`src/rtl/vga_pkg.sv`:
```
// Shared 640x480@60 timing constants and colour-field positions for the VGA
// timing block and its pixel-clock divider.
package vga_pkg;

    localparam int CLK_DIV   = 4;

    localparam int H_DISPLAY = 640;
    localparam int H_FRONT   = 16;
    localparam int H_SYNC    = 96;
    localparam int H_BACK    = 48;
    localparam int H_TOTAL   = H_DISPLAY + H_FRONT + H_SYNC + H_BACK;

    localparam int V_DISPLAY = 480;
    localparam int V_FRONT   = 10;
    localparam int V_SYNC    = 2;
    localparam int V_BACK    = 33;
    localparam int V_TOTAL   = V_DISPLAY + V_FRONT + V_SYNC + V_BACK;

    // Sync windows are half-open: START <= count < END.
    localparam int HS_START  = H_DISPLAY + H_FRONT;
    localparam int HS_END    = HS_START + H_SYNC;
    localparam int VS_START  = V_DISPLAY + V_FRONT;
    localparam int VS_END    = VS_START + V_SYNC;

    localparam int BLUE_MSB  = 7;
    localparam int BLUE_LSB  = 6;
    localparam int GREEN_MSB = 5;
    localparam int GREEN_LSB = 3;
    localparam int RED_MSB   = 2;
    localparam int RED_LSB   = 0;

    localparam int COORD_W   = 11;
    typedef logic [COORD_W-1:0] coord_t;

    function automatic logic in_window(input coord_t v, input int lo, input int hi);
        return (int'(v) >= lo) && (int'(v) < hi);
    endfunction

endpackage

```
`src/rtl/vga_pix_div.sv`:
```
// Pixel-rate enable: a free-running modulo-CLK_DIV counter whose terminal
// count is decoded straight from the register as a one-clock pix_tick.
module vga_pix_div #(
    parameter int CLK_DIV = vga_pkg::CLK_DIV
) (
    input  logic clk,
    input  logic reset,
    output logic pix_tick
);
    import vga_pkg::*;

    localparam int CNT_W = (CLK_DIV > 1) ? $clog2(CLK_DIV) : 1;
    localparam logic [CNT_W-1:0] LAST = CNT_W'(CLK_DIV - 1);

    logic [CNT_W-1:0] count;

    always_ff @(posedge clk or posedge reset) begin
        if (reset) begin
            count <= '0;
        end else if (count == LAST) begin
            count <= '0;
        end else begin
            count <= count + CNT_W'(1);
        end
    end

    assign pix_tick = (count == LAST);

endmodule

```
`src/rtl/vga_timing.sv`:
```
// VGA raster generator: walks (x, y) over the full frame at the pixel rate and
// drives registered sync and blanked colour pins one pixel behind the counters.
module vga_timing #(
    parameter int CLK_DIV   = vga_pkg::CLK_DIV,
    parameter int H_DISPLAY = vga_pkg::H_DISPLAY,
    parameter int H_FRONT   = vga_pkg::H_FRONT,
    parameter int H_SYNC    = vga_pkg::H_SYNC,
    parameter int H_BACK    = vga_pkg::H_BACK,
    parameter int V_DISPLAY = vga_pkg::V_DISPLAY,
    parameter int V_FRONT   = vga_pkg::V_FRONT,
    parameter int V_SYNC    = vga_pkg::V_SYNC,
    parameter int V_BACK    = vga_pkg::V_BACK
) (
    input  logic                          clk,
    input  logic                          reset,
    input  logic [7:0]                    rgb_in,
    output logic [vga_pkg::COORD_W-1:0]   x,
    output logic [vga_pkg::COORD_W-1:0]   y,
    output logic                          pix_tick,
    output logic                          video_on,
    output logic                          frame_start,
    output logic                          hsync,
    output logic                          vsync,
    output logic [2:0]                    red,
    output logic [2:0]                    green,
    output logic [1:0]                    blue
);
    import vga_pkg::*;

    localparam int LINE_LEN    = H_DISPLAY + H_FRONT + H_SYNC + H_BACK;
    localparam int FRAME_LINES = V_DISPLAY + V_FRONT + V_SYNC + V_BACK;
    localparam int HS_FIRST    = H_DISPLAY + H_FRONT;
    localparam int HS_LIMIT    = HS_FIRST + H_SYNC;
    localparam int VS_FIRST    = V_DISPLAY + V_FRONT;
    localparam int VS_LIMIT    = VS_FIRST + V_SYNC;

    localparam coord_t X_LAST  = coord_t'(LINE_LEN - 1);
    localparam coord_t Y_LAST  = coord_t'(FRAME_LINES - 1);

    logic hs_c;
    logic vs_c;
    logic line_end;
    logic frame_end;

    vga_pix_div #(
        .CLK_DIV (CLK_DIV)
    ) u_pix_div (
        .clk      (clk),
        .reset    (reset),
        .pix_tick (pix_tick)
    );

    assign line_end  = (x == X_LAST);
    assign frame_end = line_end && (y == Y_LAST);

    always_ff @(posedge clk or posedge reset) begin
        if (reset) begin
            x <= '0;
            y <= '0;
        end else if (pix_tick) begin
            if (line_end) begin
                x <= '0;
                y <= (y == Y_LAST) ? '0 : y + coord_t'(1);
            end else begin
                x <= x + coord_t'(1);
            end
        end
    end

    // Decode on the live counters; the output stage below adds the one-pixel lag.
    always_comb begin
        video_on = (x < coord_t'(H_DISPLAY)) && (y < coord_t'(V_DISPLAY));
        hs_c     = in_window(x, HS_FIRST, HS_LIMIT);
        vs_c     = in_window(y, VS_FIRST, VS_LIMIT);
    end

    always_ff @(posedge clk or posedge reset) begin
        if (reset) begin
            hsync       <= 1'b1;
            vsync       <= 1'b1;
            red         <= '0;
            green       <= '0;
            blue        <= '0;
            frame_start <= 1'b0;
        end else begin
            frame_start <= pix_tick && frame_end;
            if (pix_tick) begin
                hsync <= ~hs_c;
                vsync <= ~vs_c;
                red   <= video_on ? rgb_in[RED_MSB:RED_LSB]     : '0;
                green <= video_on ? rgb_in[GREEN_MSB:GREEN_LSB] : '0;
                blue  <= video_on ? rgb_in[BLUE_MSB:BLUE_LSB]   : '0;
            end
        end
    end

endmodule

```
`config.mk`:
```
export PLATFORM = sky130hd
export DESIGN_NAME = vga_timing
export DESIGN_NICKNAME = d
export VERILOG_FILES = /design/src/rtl/vga_pkg.sv /design/src/rtl/vga_pix_div.sv /design/src/rtl/vga_timing.sv
export SDC_FILE = /design/constraint.sdc
export NUM_CORES = 1
export LEC_CHECK = 0
export BUFFER_PORTS_ARGS = -buffer_cell sky130_fd_sc_hd__buf_2
export CAP_MARGIN = 10
export CORE_MARGIN = 3
export CORE_UTILIZATION = 55
export DETAILED_ROUTE_END_ITERATION = 16
export GPL_TIMING_DRIVEN = 0
export PLACE_DENSITY = 0.83
export SYNTH_ARGS = -nofsm -noshare
export SYNTH_HDL_FRONTEND = slang
export SYNTH_HIERARCHICAL = 1
export SYNTH_SLANG_ARGS = --single-unit
```
`constraint.sdc`:
```
create_clock -name clk -period 3.04 [get_ports clk]
set_clock_uncertainty 0.15 [all_clocks]
set_input_delay 0.608 -clock clk [delete_from_list [all_inputs] [get_ports clk]]
set_output_delay 0.608 -clock clk [all_outputs]
set_load 0.1 [all_outputs]
```
Yosys cells after proc, flatten, opt, wreduce, memory -nomap -nowiden. Cells that the tools add are included.

Add/subtract/negate cells: 3. Multipliers: 0. Div/mod/pow operators: 0. $lt $le $gt $ge: 6. Eq/ne operators: 3. Shift-type cells: 0. Muxes and demuxes: 6. Bitwise gates (word level): 2. Reduce and logical (&&, ||, !) cells: 6.

Operators with widths (number): $add A11 B1 Y11 const B (2); $eq A11 B10 Y1 const B (2); $lt A11 B10 Y1 const B (2); $lt A11 B9 Y1 const B (2); $mux W11 (2); $ge A11 B10 Y1 const B (1); $ge A11 B9 Y1 const B (1); $mux W3 (2); $logic_and A1 B1 Y1 (5); $mux W2 (2); $add A2 B1 Y2 const B (1); $eq A2 B2 Y1 const B (1); $not A1 Y1 (2); $reduce_and A2 Y1 (1).

Flip-flop bits (word level): 35. Bits in latches: 0. RAM bits: 0. Memory bits (read-only): 0. Memories: 0.

Logic depth before layout (Yosys ltp).
Depth in word-level cells: 3. Depth in mapped cells: 6. Depth with buffers taken out: 6.

Hierarchy. Netlist, hierarchy kept.

By module, submodules not included: vga_timing (instances 1, cells each 166, area each 1627.8 µm², sequential area each 828.3 µm²); vga_pix_div (instances 1, cells each 5, area each 70.1 µm², sequential area each 50.0 µm²).

Worst setup path after synthesis. Ideal clock, no wire load.

Path type: register to output. Start: reg y[5] (netlist name). End: out video_on. Arrival time: 1.999 ns. Data required time: 2.282 ns. Path slack: 0.283 ns. Stages on the path, launching flop included: 4. Path buffers: 0. Cells stage by stage: dfrtp_1 nand4_1 nand3_1 inv_1.

Word-level cells in the longest chain between the ends: 2.

Ends and longest elaborated chain: from (decl) (RTL line vga_timing.sv:18) `output logic [vga_pkg::COORD_W-1:0] y,`; from (signal assigned) (RTL line vga_timing.sv:63) `y <= (y == Y_LAST) ? '0 : y + coord_t'(1);`; $lt A11 B9 Y1 (RTL line vga_timing.sv:72) `video_on = (x < coord_t'(H_DISPLAY)) && (y < coord_t'(V_DISPLAY));`; $logic_and A1 B1 Y1 (RTL line vga_timing.sv:72); to (decl) (RTL line vga_timing.sv:20) `output logic video_on,`.

No other way between the ends.

Worst setup path in the final report.
Start: reg x[7] (netlist name). End: out video_on.

Word-level cells in the longest chain between the ends: 2.

Ends and longest elaborated chain: from (decl) (RTL line vga_timing.sv:17) `output logic [vga_pkg::COORD_W-1:0] x,`; from (signal assigned) (RTL line vga_timing.sv:65) `x <= x + coord_t'(1);`; $lt A11 B10 Y1 (RTL line vga_timing.sv:72); $logic_and A1 B1 Y1 (RTL line vga_timing.sv:72).

No other way between the ends.

==> reports/metrics.csv <==
metric,value,unit
core area,0.00285,mm2
clk_lat worst skew,0.34,ns
Max IR drop VDD,0.370,mV
CTS Buf Count,5,
CP Class,reg2out,
sequential area share after synthesis,51.7,%
clk sink count,35,
DPL Wire Length,2.79,mm
"top cells by area, synth","dfrtp_1 (49%), inv_1 (3.5%), nand2_1 (3.5%)",
final hold violations,0,
H-tree Lvls,2,
final worst slack,0.362,ns
PwrDens,417,mW/mm2
Critical Path Sink Type,output port,
dpl ws,0.718,ns
"FF+latch count, synth",35,
Worst EP required,2.28,ns
DRT iter0 DRCs,46,
Hold Path Class,reg2reg,
GRT Util Overall,23.3,%
Post-Route WL,4.01,mm
final setup vio count,0,
chip height,61.6,um
grt total ovfl,0,
"Reg clk slew, reported paths",0.10,ns
CP cell instances,o21ai_0 > nand3_1 > inv_1 > buf_2,
Routability Congestion,0.817,
syn_nets,185,
TritonCTS clock tree,done,
total I/O pin count,45,
CP max stage delay,0.46,ns
Slowest cell on crit path,dfrtp_1,
critical path launch point type,flip-flop,
post-synth top area share,48.6,%
TritonRoute pass-1 iters,4,
Post-Syn Instances,171,
first-pass GRT wire length,6.51,mm
post-synthesis cell type count,42,
fin. max-slew vios,0,
Ys Warns,6,
largest net degree at the start of global routing,34,
initial antenna violation count,0,
Port-buffer cells,44,
Fmax achieved,373,MHz
status,"complete, no violations",
LEAKAGE,1.04,nW
setup tns final,0,ns
"Core Util, Final",72.4,%
layout cell share with drive strength beyond 1,26.8,%
Final Cycle Share,88.1,%
DRC viols,0,
vias post-DR,1523,
Starting Density,59.5,%
"Data arrival, critical path",1.92,ns
Root Buffer,clkbuf_4,
total power,0.000861,W
post-route ant nets,0,
die area,0.00379,mm2
Rows,19,
max_slew headroom,60.2,%
Final min period,2.68,ns
vias in the first global route,1416,
n_diodes,0,
vias per cell,5.97,
number of synthesized flops with an enable pin,0,
final net count,238,
maxcap violations,0,
area delta synth->final,21.7,%
largest area contributor in the netlist,dfrtp_1,
Die Wd,61.6,um
WL/cell,15.7,um
unrepaired setup endpoints after global routing,false,
post-synthesis async set-or-reset flop share,100,%
Crit Path Max Fanout,9,
mapped cell area,0.00170,mm2
"Top FF cell, synth",dfrtp_1,
Least-Margin Pin Slew,0.597,ns
syn avg cell area,9.93,um2
CTS max path bufs,2,
cts repair resizes,0,
## routing by layer
metal | vias to the layer above | wire (um) | track usage [%]
li1 | 711 | - | -
met1 | 727 | 1580 | 29.3
met2 | 71 | 2040 | 38.7
met3 | 14 | 288 | 6.50
met4 | 0 | 102 | 7.27
met5 | - | 0 | 0
## stage by stage
| stage | instance area, um2 | instances | hold WS (ns) |
|---|---|---|---|
| floorplan | 1700 | 171 | 0.199 |
| global placement | 1960 | 246 | 0.264 |
| detailed placement | 1960 | 246 | 0.282 |
| CTS | 2040 | 254 | 0.296 |
| global route | 2070 | 255 | 0.322 |
| finish | 2070 | 255 | 0.295 |
## worst paths after layout
kind,depth (start not counted),end,start,slack [ns]
worst max-delay path,4,video_on,x[7]$_DFFE_PP0P_,0.36
worst min-delay path,1,u_pix_div/count[0]$_DFF_PP0_,u_pix_div/count[0]$_DFF_PP0_,0.29
worst max register to register,6,y[5]$_DFFE_PP0P_,y[1]$_DFFE_PP0P_,1.00
worst min register to register,1,u_pix_div/count[0]$_DFF_PP0_,u_pix_div/count[0]$_DFF_PP0_,0.29
max in group asynchronous,4,hsync$_DFFE_PP1P_,reset,1.44
min in group asynchronous,3,u_pix_div/count[0]$_DFF_PP0_,reset,0.50
## critical path: cells and delay by family, from the launching register on
| family | cells | cell delay (ns) |
|---|---|---|
| AOI/OAI and AO/OA | 1 | 0.25 |
| DFF | 1 | 0.46 |
| buffers and inverters | 2 | 0.54 |
| and+or+nand+nor | 1 | 0.32 |
## synth_stat cells (all sizes together), types with 3 or more instances
library cell,number
dfrtp,33
nand2,17
inv,16
nor2,12
o21ai,10
o22ai,9
nand4,8
nand3,7
xnor2,6
and3,5
nor3,5
ha,4
nor4,4
xor2,4
buf,3
## final cells by class
class,count,area (um2)
repair buffers,46,258
clock buffers,6,41.3
inverters,16,60.1
flip-flops and latches,35,878
fillers,221,787
plain buffers,5,31.3
clock inverters,1,30.0
well taps,31,38.8
multi-input cells,115,728
## repair_timing
item                                   4_1_cts  5_1_grt
buffers inserted                             0        0
hold buffers                                 1        0
endpoints found under the hold margin        2        0
## power by group
part	switching [W]	total (W)	leakage (nW)	internal (W)
clock	0.000147	0.000316	0.0383	0.000169
sequential	0.00000244	0.000473	0.449	0.000471
combinational	0.0000567	0.0000718	0.549	0.0000151
total	0.000206	0.000861	1.04	0.000655
## registers in the layout (all words and copies together) (netlist names)
register and count:
blue 2, frame_start 1, green 3, hsync 1, red 3, u_pix_div/count 2
vsync 1, x 11, y 11
## cells in the final DEF (no fill, tap or decap), drive strengths merged, types with 2 or more instances in the layout
cell type,n
a21oi,2
a22o,2
and3,5
and4bb,2
buf,48
clkbuf,8
dfrtp,33
dfstp,2
ha,4
inv,16
nand2,17
nand2b,2
nand3,7
nand4,8
nor2,12
nor3,5
nor4,4
o21ai,10
o22ai,9
o31ai,2
xnor2,6
xor2,4
## kinds of logic after synthesis
| family | count (synthesis) | share of synthesized area [%] |
|---|---|---|
| simple gates | 70 | 22.9 |
| mux | 1 | 0.663 |
| xor+xnor | 10 | 5.16 |
| flops | 35 | 51.7 |
| fa+ha+maj | 4 | 2.95 |
| buf+inv | 21 | 5.38 |
| compound gates | 30 | 11.2 |
(Power assumes the default switching activity.)
